===== config.mk =====
export PLATFORM = sky130hd
export DESIGN_NAME = bcd_digit_counter
export DESIGN_NICKNAME = d
export VERILOG_FILES = /design/src/rtl/bcd_pkg.sv /design/src/rtl/bcd_digit_counter_btn_debounce.sv /design/src/rtl/bcd_digit_counter.sv
export SDC_FILE = /design/constraint.sdc
export NUM_CORES = 1
export LEC_CHECK = 0
export CAP_MARGIN = 20
export CORE_UTILIZATION = 35
export CTS_BUF_LIST = sky130_fd_sc_hd__clkbuf_2
export DETAILED_ROUTE_END_ITERATION = 8
export HOLD_SLACK_MARGIN = 0.05
export PLACE_DENSITY = 0.62
export SLEW_MARGIN = 25
export SYNTH_ARGS = -nofsm -noshare
export SYNTH_HDL_FRONTEND = slang
export SYNTH_HIERARCHICAL = 1
export SYNTH_SLANG_ARGS = --single-unit
export TNS_END_PERCENT = 50

===== constraint.sdc =====
create_clock -name clk -period 3.2 [get_ports clk]
set_input_delay 0.48 -clock clk [delete_from_list [all_inputs] [get_ports clk]]
set_output_delay 0.48 -clock clk [all_outputs]
set_load 0.02 [all_outputs]

===== src/rtl/bcd_pkg.sv =====
// bcd_pkg: shared definitions for the BCD digit path.
// Shared between the digit counter and the code converter bench so both
// agree on the digit width and legal range.
package bcd_pkg;

  localparam int DIGIT_W = 4;

  typedef logic [DIGIT_W-1:0] digit_t;

  localparam digit_t DIGIT_MAX = 4'd9;
  localparam digit_t DIGIT_MIN = 4'd0;

  // True when the value is a legal BCD digit.
  function automatic logic is_bcd(input digit_t val);
    return (val <= DIGIT_MAX);
  endfunction

endpackage


===== src/rtl/bcd_digit_counter_btn_debounce.sv =====
// btn_debounce: synchroniser, debounce filter and press detector for one
// raw push-button.
//
// Ports:
//   clk    system clock
//   rst    asynchronous active-high reset
//   raw    raw, asynchronous, bouncing button input
//   level  debounced (accepted) button level
//   press  one-cycle pulse on the first cycle level is high after being low
module btn_debounce #(
  parameter int SYNC_STAGES     = 2,
  parameter int DEBOUNCE_CYCLES = 16
) (
  input  logic clk,
  input  logic rst,
  input  logic raw,
  output logic level,
  output logic press
);

  localparam int CNT_W = (DEBOUNCE_CYCLES > 2) ? $clog2(DEBOUNCE_CYCLES) : 1;
  localparam logic [CNT_W-1:0] CNT_TC = CNT_W'(DEBOUNCE_CYCLES - 1);

  logic [SYNC_STAGES-1:0] sync_q;
  logic [CNT_W-1:0]       cnt;
  logic                   level_q;
  logic                   sync_lvl;

  assign sync_lvl = sync_q[SYNC_STAGES-1];

  always_ff @(posedge clk or posedge rst) begin
    if (rst) begin
      sync_q  <= '0;
      cnt     <= '0;
      level   <= 1'b0;
      level_q <= 1'b0;
    end else begin
      sync_q  <= {sync_q[SYNC_STAGES-2:0], raw};
      level_q <= level;
      // Any cycle where the synchronised level agrees with the accepted one
      // restarts qualification, so only an unbroken run can flip level.
      if (sync_lvl == level) begin
        cnt <= '0;
      end else if (cnt == CNT_TC) begin
        level <= sync_lvl;
        cnt   <= '0;
      end else begin
        cnt <= cnt + CNT_W'(1);
      end
    end
  end

  // Rising edge of the accepted level only; releases are ignored.
  assign press = level & ~level_q;

endmodule


===== src/rtl/bcd_digit_counter.sv =====
// bcd_digit_counter: registered BCD digit stepped by two debounced buttons,
// with a synchronous parallel load. Feeds the 4-bit code converter.
//
// Ports:
//   clk         system clock
//   rst         asynchronous active-high reset
//   btn_up      raw increment button
//   btn_down    raw decrement button
//   load        synchronous load strobe
//   load_val    value to load (legal 0-9)
//   digit       current BCD digit, registered
//   step_pulse  digit changed this cycle (step or load)
//   carry       increment wrapped 9 -> 0
//   borrow      decrement wrapped 0 -> 9
//   load_err    load of an out-of-range value was rejected
module bcd_digit_counter
  import bcd_pkg::*;
#(
  parameter int DEBOUNCE_CYCLES = 16,
  parameter int SYNC_STAGES     = 2
) (
  input  logic               clk,
  input  logic               rst,
  input  logic               btn_up,
  input  logic               btn_down,
  input  logic               load,
  input  logic [DIGIT_W-1:0] load_val,
  output logic [DIGIT_W-1:0] digit,
  output logic               step_pulse,
  output logic               carry,
  output logic               borrow,
  output logic               load_err
);

  logic   up_level, up_press;
  logic   down_level, down_press;
  digit_t digit_d;
  logic   step_d, carry_d, borrow_d, load_err_d;

  btn_debounce #(
    .SYNC_STAGES    (SYNC_STAGES),
    .DEBOUNCE_CYCLES(DEBOUNCE_CYCLES)
  ) u_db_up (
    .clk  (clk),
    .rst  (rst),
    .raw  (btn_up),
    .level(up_level),
    .press(up_press)
  );

  btn_debounce #(
    .SYNC_STAGES    (SYNC_STAGES),
    .DEBOUNCE_CYCLES(DEBOUNCE_CYCLES)
  ) u_db_down (
    .clk  (clk),
    .rst  (rst),
    .raw  (btn_down),
    .level(down_level),
    .press(down_press)
  );

  // Load always wins; a press coinciding with any load is dropped rather
  // than queued, since press is a single-cycle pulse.
  always_comb begin
    digit_d    = digit;
    step_d     = 1'b0;
    carry_d    = 1'b0;
    borrow_d   = 1'b0;
    load_err_d = 1'b0;
    if (load) begin
      if (is_bcd(load_val)) begin
        digit_d = load_val;
        step_d  = 1'b1;
      end else begin
        load_err_d = 1'b1;
      end
    end else if (up_press && down_press) begin
      digit_d = digit;
    end else if (up_press) begin
      step_d = 1'b1;
      if (digit == DIGIT_MAX) begin
        digit_d = DIGIT_MIN;
        carry_d = 1'b1;
      end else begin
        digit_d = digit + DIGIT_W'(1);
      end
    end else if (down_press) begin
      step_d = 1'b1;
      if (digit == DIGIT_MIN) begin
        digit_d  = DIGIT_MAX;
        borrow_d = 1'b1;
      end else begin
        digit_d = digit - DIGIT_W'(1);
      end
    end
  end

  always_ff @(posedge clk or posedge rst) begin
    if (rst) begin
      digit      <= DIGIT_MIN;
      step_pulse <= 1'b0;
      carry      <= 1'b0;
      borrow     <= 1'b0;
      load_err   <= 1'b0;
    end else begin
      digit      <= digit_d;
      step_pulse <= step_d;
      carry      <= carry_d;
      borrow     <= borrow_d;
      load_err   <= load_err_d;
    end
  end

  a_digit_bcd : assert property (@(posedge clk) disable iff (rst) is_bcd(digit));
  a_up_press_level : assert property (@(posedge clk) disable iff (rst) up_press |-> up_level);
  a_dn_press_level : assert property (@(posedge clk) disable iff (rst) down_press |-> down_level);

endmodule


==> results.ini <==
[clocking]
cts.hold.buffers_added=0
cts_setup_buffers=0
root_buffer=clkbuf_2
cts_resized=0
cts_num_sinks=24
cts_tree=done
clockBufferDepth=2
clk_pin_slew_worst_paths_ps=220
insertion_delay_ps=330
cts_buffers=3
htree_levels=1

[floorplan]
die_w_um=59.23
core.rowCount=20
start_util_pct=37.24
core_area_mm2=0.003078
ios=17
die_area_mm2=0.003508
die_y_um=59.23

[logic_synthesis]
synth_top_family_by_area=simple AND/OR/NAND/NOR gates
synth_edf_count=0
ys_seq_elements=24
synthTopCellsByCount=24 x dfrtp_1, 8 x nor2_1, 6 x nor2b_1, 6 x xnor2_1
yosysTopAreaCellShare_pct=52.40
synth_flop_cell=dfrtp_1
synth_xor_area_share_pct=4.585
muxShareOfSynthArea_pct=4.367
syn_area_mm2=0.001146
synth_fp_nets=114
avgSynthCellArea_um2=11.24
synth-simple-area-share_pct=15.94
synthAdderAreaFrac_pct=3.275
synthTopCellsByArea=dfrtp_1 52%, xnor2_1 4.6%, ha_1 3.3%, nor2b_1 3.3%, a311oi_1 3.1%
synth_compound_area_share_pct=15.07
yosysMostFrequentCell=dfrtp_1
netlist_instances=102
seq_area_frac_synth_pct=52.40
synth_top_cell_by_area=dfrtp_1
synthArstFlopShare_pct=100.0
ys_types=35
yosysWarnings=6

[timing]
maxSlewViolCount=0
tns_ps=0
rsz0062_at_grt=false
slew_headroom_pct=71.65
period_minus_slack_ps=2153
finalSetupViolations=0
fmax_ghz=0.4644
fin_skew_ps=7.428
fin_crit_sh_pct=67.29
hold_viol_final=0
tightest_slew_ps=425.3

[global_route]
grt_pass1_wl_mm=3.525
groute.usage.overall_pct=13.50
grt_overflow=0
antenna_found_initial=0
grt_max_degree=15
grt_pass1_vias=811

[worst_setup_path]
r2r-end=digit[2]
crit_arrival_ps=1670
critPathKind=reg -> out
cpPeakStageDelay_ps=690
required_ps=2720
r2r-start=u_db_up/level
crit_path_end_kind=output pin
r2r_cells=7
crit_buf_inv=1
crit_family=buffers and inverters
path_cells=clkdlybuf4s50_1
rrSetupSlack_ps=1370
critPathLaunchType=register
worstPathMaxFanout=14
cp_slowest_cell=clkdlybuf4s50_1

[layout]
area_delta_synth_final_pct=18.34
nFillCells=294
register_area_um2=600.6
drive_gt1_share_pct=9.322
diodes=0
final_area_mm2=0.001356
multi_input_area_um2=495.5
nNetsFinal=131

[pwr]
p_int_mw=0.3980
p_per_area_mw_per_mm2=411.3
p_leak_nw=0.6016
max-vdd-ir-drop_mv=0.1887
total_power_mw=0.5579
p_sw_mw=0.1599
netSwitchingFraction_pct=28.66
comb_power_share_pct=16.7
p_clk_share_pct=20.7
seqPwrFrac_pct=62.6

[min_path]
hold_path_depth=0
min_to=u_db_down/sync_q[1]
hp-class=reg -> reg
holdCritStartpoint=u_db_down/sync_q[0]

[place]
place_hpwl_mm=1.403
gp_congestion=0.7640
io_buffers=16
placed_area_mm2=0.001338

[routing]
firstDrtPassIters=4
vias=793
via_per_inst=4.895
wire_per_inst_um=12.43
route.detailed.drc=0
drt-total-wl_mm=2.014
drt-initial-drc-count=16
ant_nets=0

[outcome]
outcome=complete, no violations

[flow_run]
drv_cap=0

[placed cells by master, fill, tap and decap left out, types with 3 or more instances in the layout]
master	instances
nand3_1	3
nor2_1	8
clkdlybuf4s50_1	16
nor2b_1	6
inv_1	5
ha_1	3
dfrtp_1	24
nand2_1	5
a311oi_1	4
clkbuf_2	3
o21ai_0	3
xnor2_1	6
[worst max path at each step]
stage | from | slack, ps | cells past startpoint | end
2_1_floorplan | u_db_up/level | 1710 | 6 | digit[2]
3_3_place_gp | load_val[2] | 1350 | 5 | digit[0]
3_5_place_dp | load | 1330 | 5 | digit[2]
4_1_cts | digit[0] | 1010 | 1 | digit[0]
5_1_grt | digit[0] | 910 | 1 | digit[0]
6_report | digit[0] | 1050 | 1 | digit[0]
[per-stage QoR]
step / instances / setup slack, ps / util, % / hold WS [ps]
3_5_place_dp: 158 / 1332 / 43.46 / 337.3
3_3_place_gp: 158 / 1347 / 43.46 / 334.4
2_1_floorplan: 102 / 1706 / - / 295.7
5_1_grt: 162 / 914.1 / 44.07 / 399.1
6_report: 162 / 1047 / 44.07 / 380.1
4_1_cts: 162 / 1013 / 44.07 / 380.7
[registers in the layout (all words and copies together), names as in the netlist]
register and cells:
borrow 1, u_db_down/sync_q 2, u_db_down/level_q 1, u_db_up/cnt 4, carry 1, load_err 1
u_db_down/level 1, u_db_up/sync_q 2, u_db_down/cnt 4, step_pulse 1, u_db_up/level_q 1, u_db_up/level 1
digit 4
[power by group through the flow]
| stage | sequential (mW) | clock (mW) | combinational [mW] |
|---|---|---|---|
| 2_1_floorplan | 0.346 | 0 | 0.0683 |
| 3_3_place_gp | 0.353 | 0 | 0.0928 |
| 3_5_place_dp | 0.355 | 0 | 0.0935 |
| 4_1_cts | 0.349 | 0.121 | 0.0942 |
| 5_1_grt | 0.354 | 0.131 | 0.104 |
| 6_report | 0.349 | 0.116 | 0.0930 |
[cell families after synthesis]
logic type,count (synthesis)
buffers and inverters,10
multiplexers,4
flip-flops,24
AND/OR/NAND/NOR,33
XOR/XNOR,6
AO/OA/AOI/OAI,22
adder cells (fa/ha/maj),3
[metal layers]
metal / GRT usage [%] / share of wire (%) / vias to the layer above
met4: 3.061 / 0.40 / 0
met1: 16.60 / 48 / 371
met2: 22.79 / 47 / 18
met5: 0 / 0 / -
met3: 4.585 / 4.3 / 2
li1: - / - / 402
[worst register-to-register path, stage by stage, from the launching register on]
cell and delay (ps):
dfrtp_1 460, nor2b_1 140, buf_4 170, ha_1 200
nor2_1 170, o21a_1 270, nand2b_1 180, o221a_2 190
[layout make-up]
class / count / area share, %
timing repair buffer: 17 / 12.36
tap: 44 / 4.059
clock inverter: 1 / 0.2768
sequential: 24 / 44.28
inverter: 5 / 1.384
multi-input combinational: 68 / 36.53
clock buffer: 3 / 1.107
(Power assumes the default switching activity.)
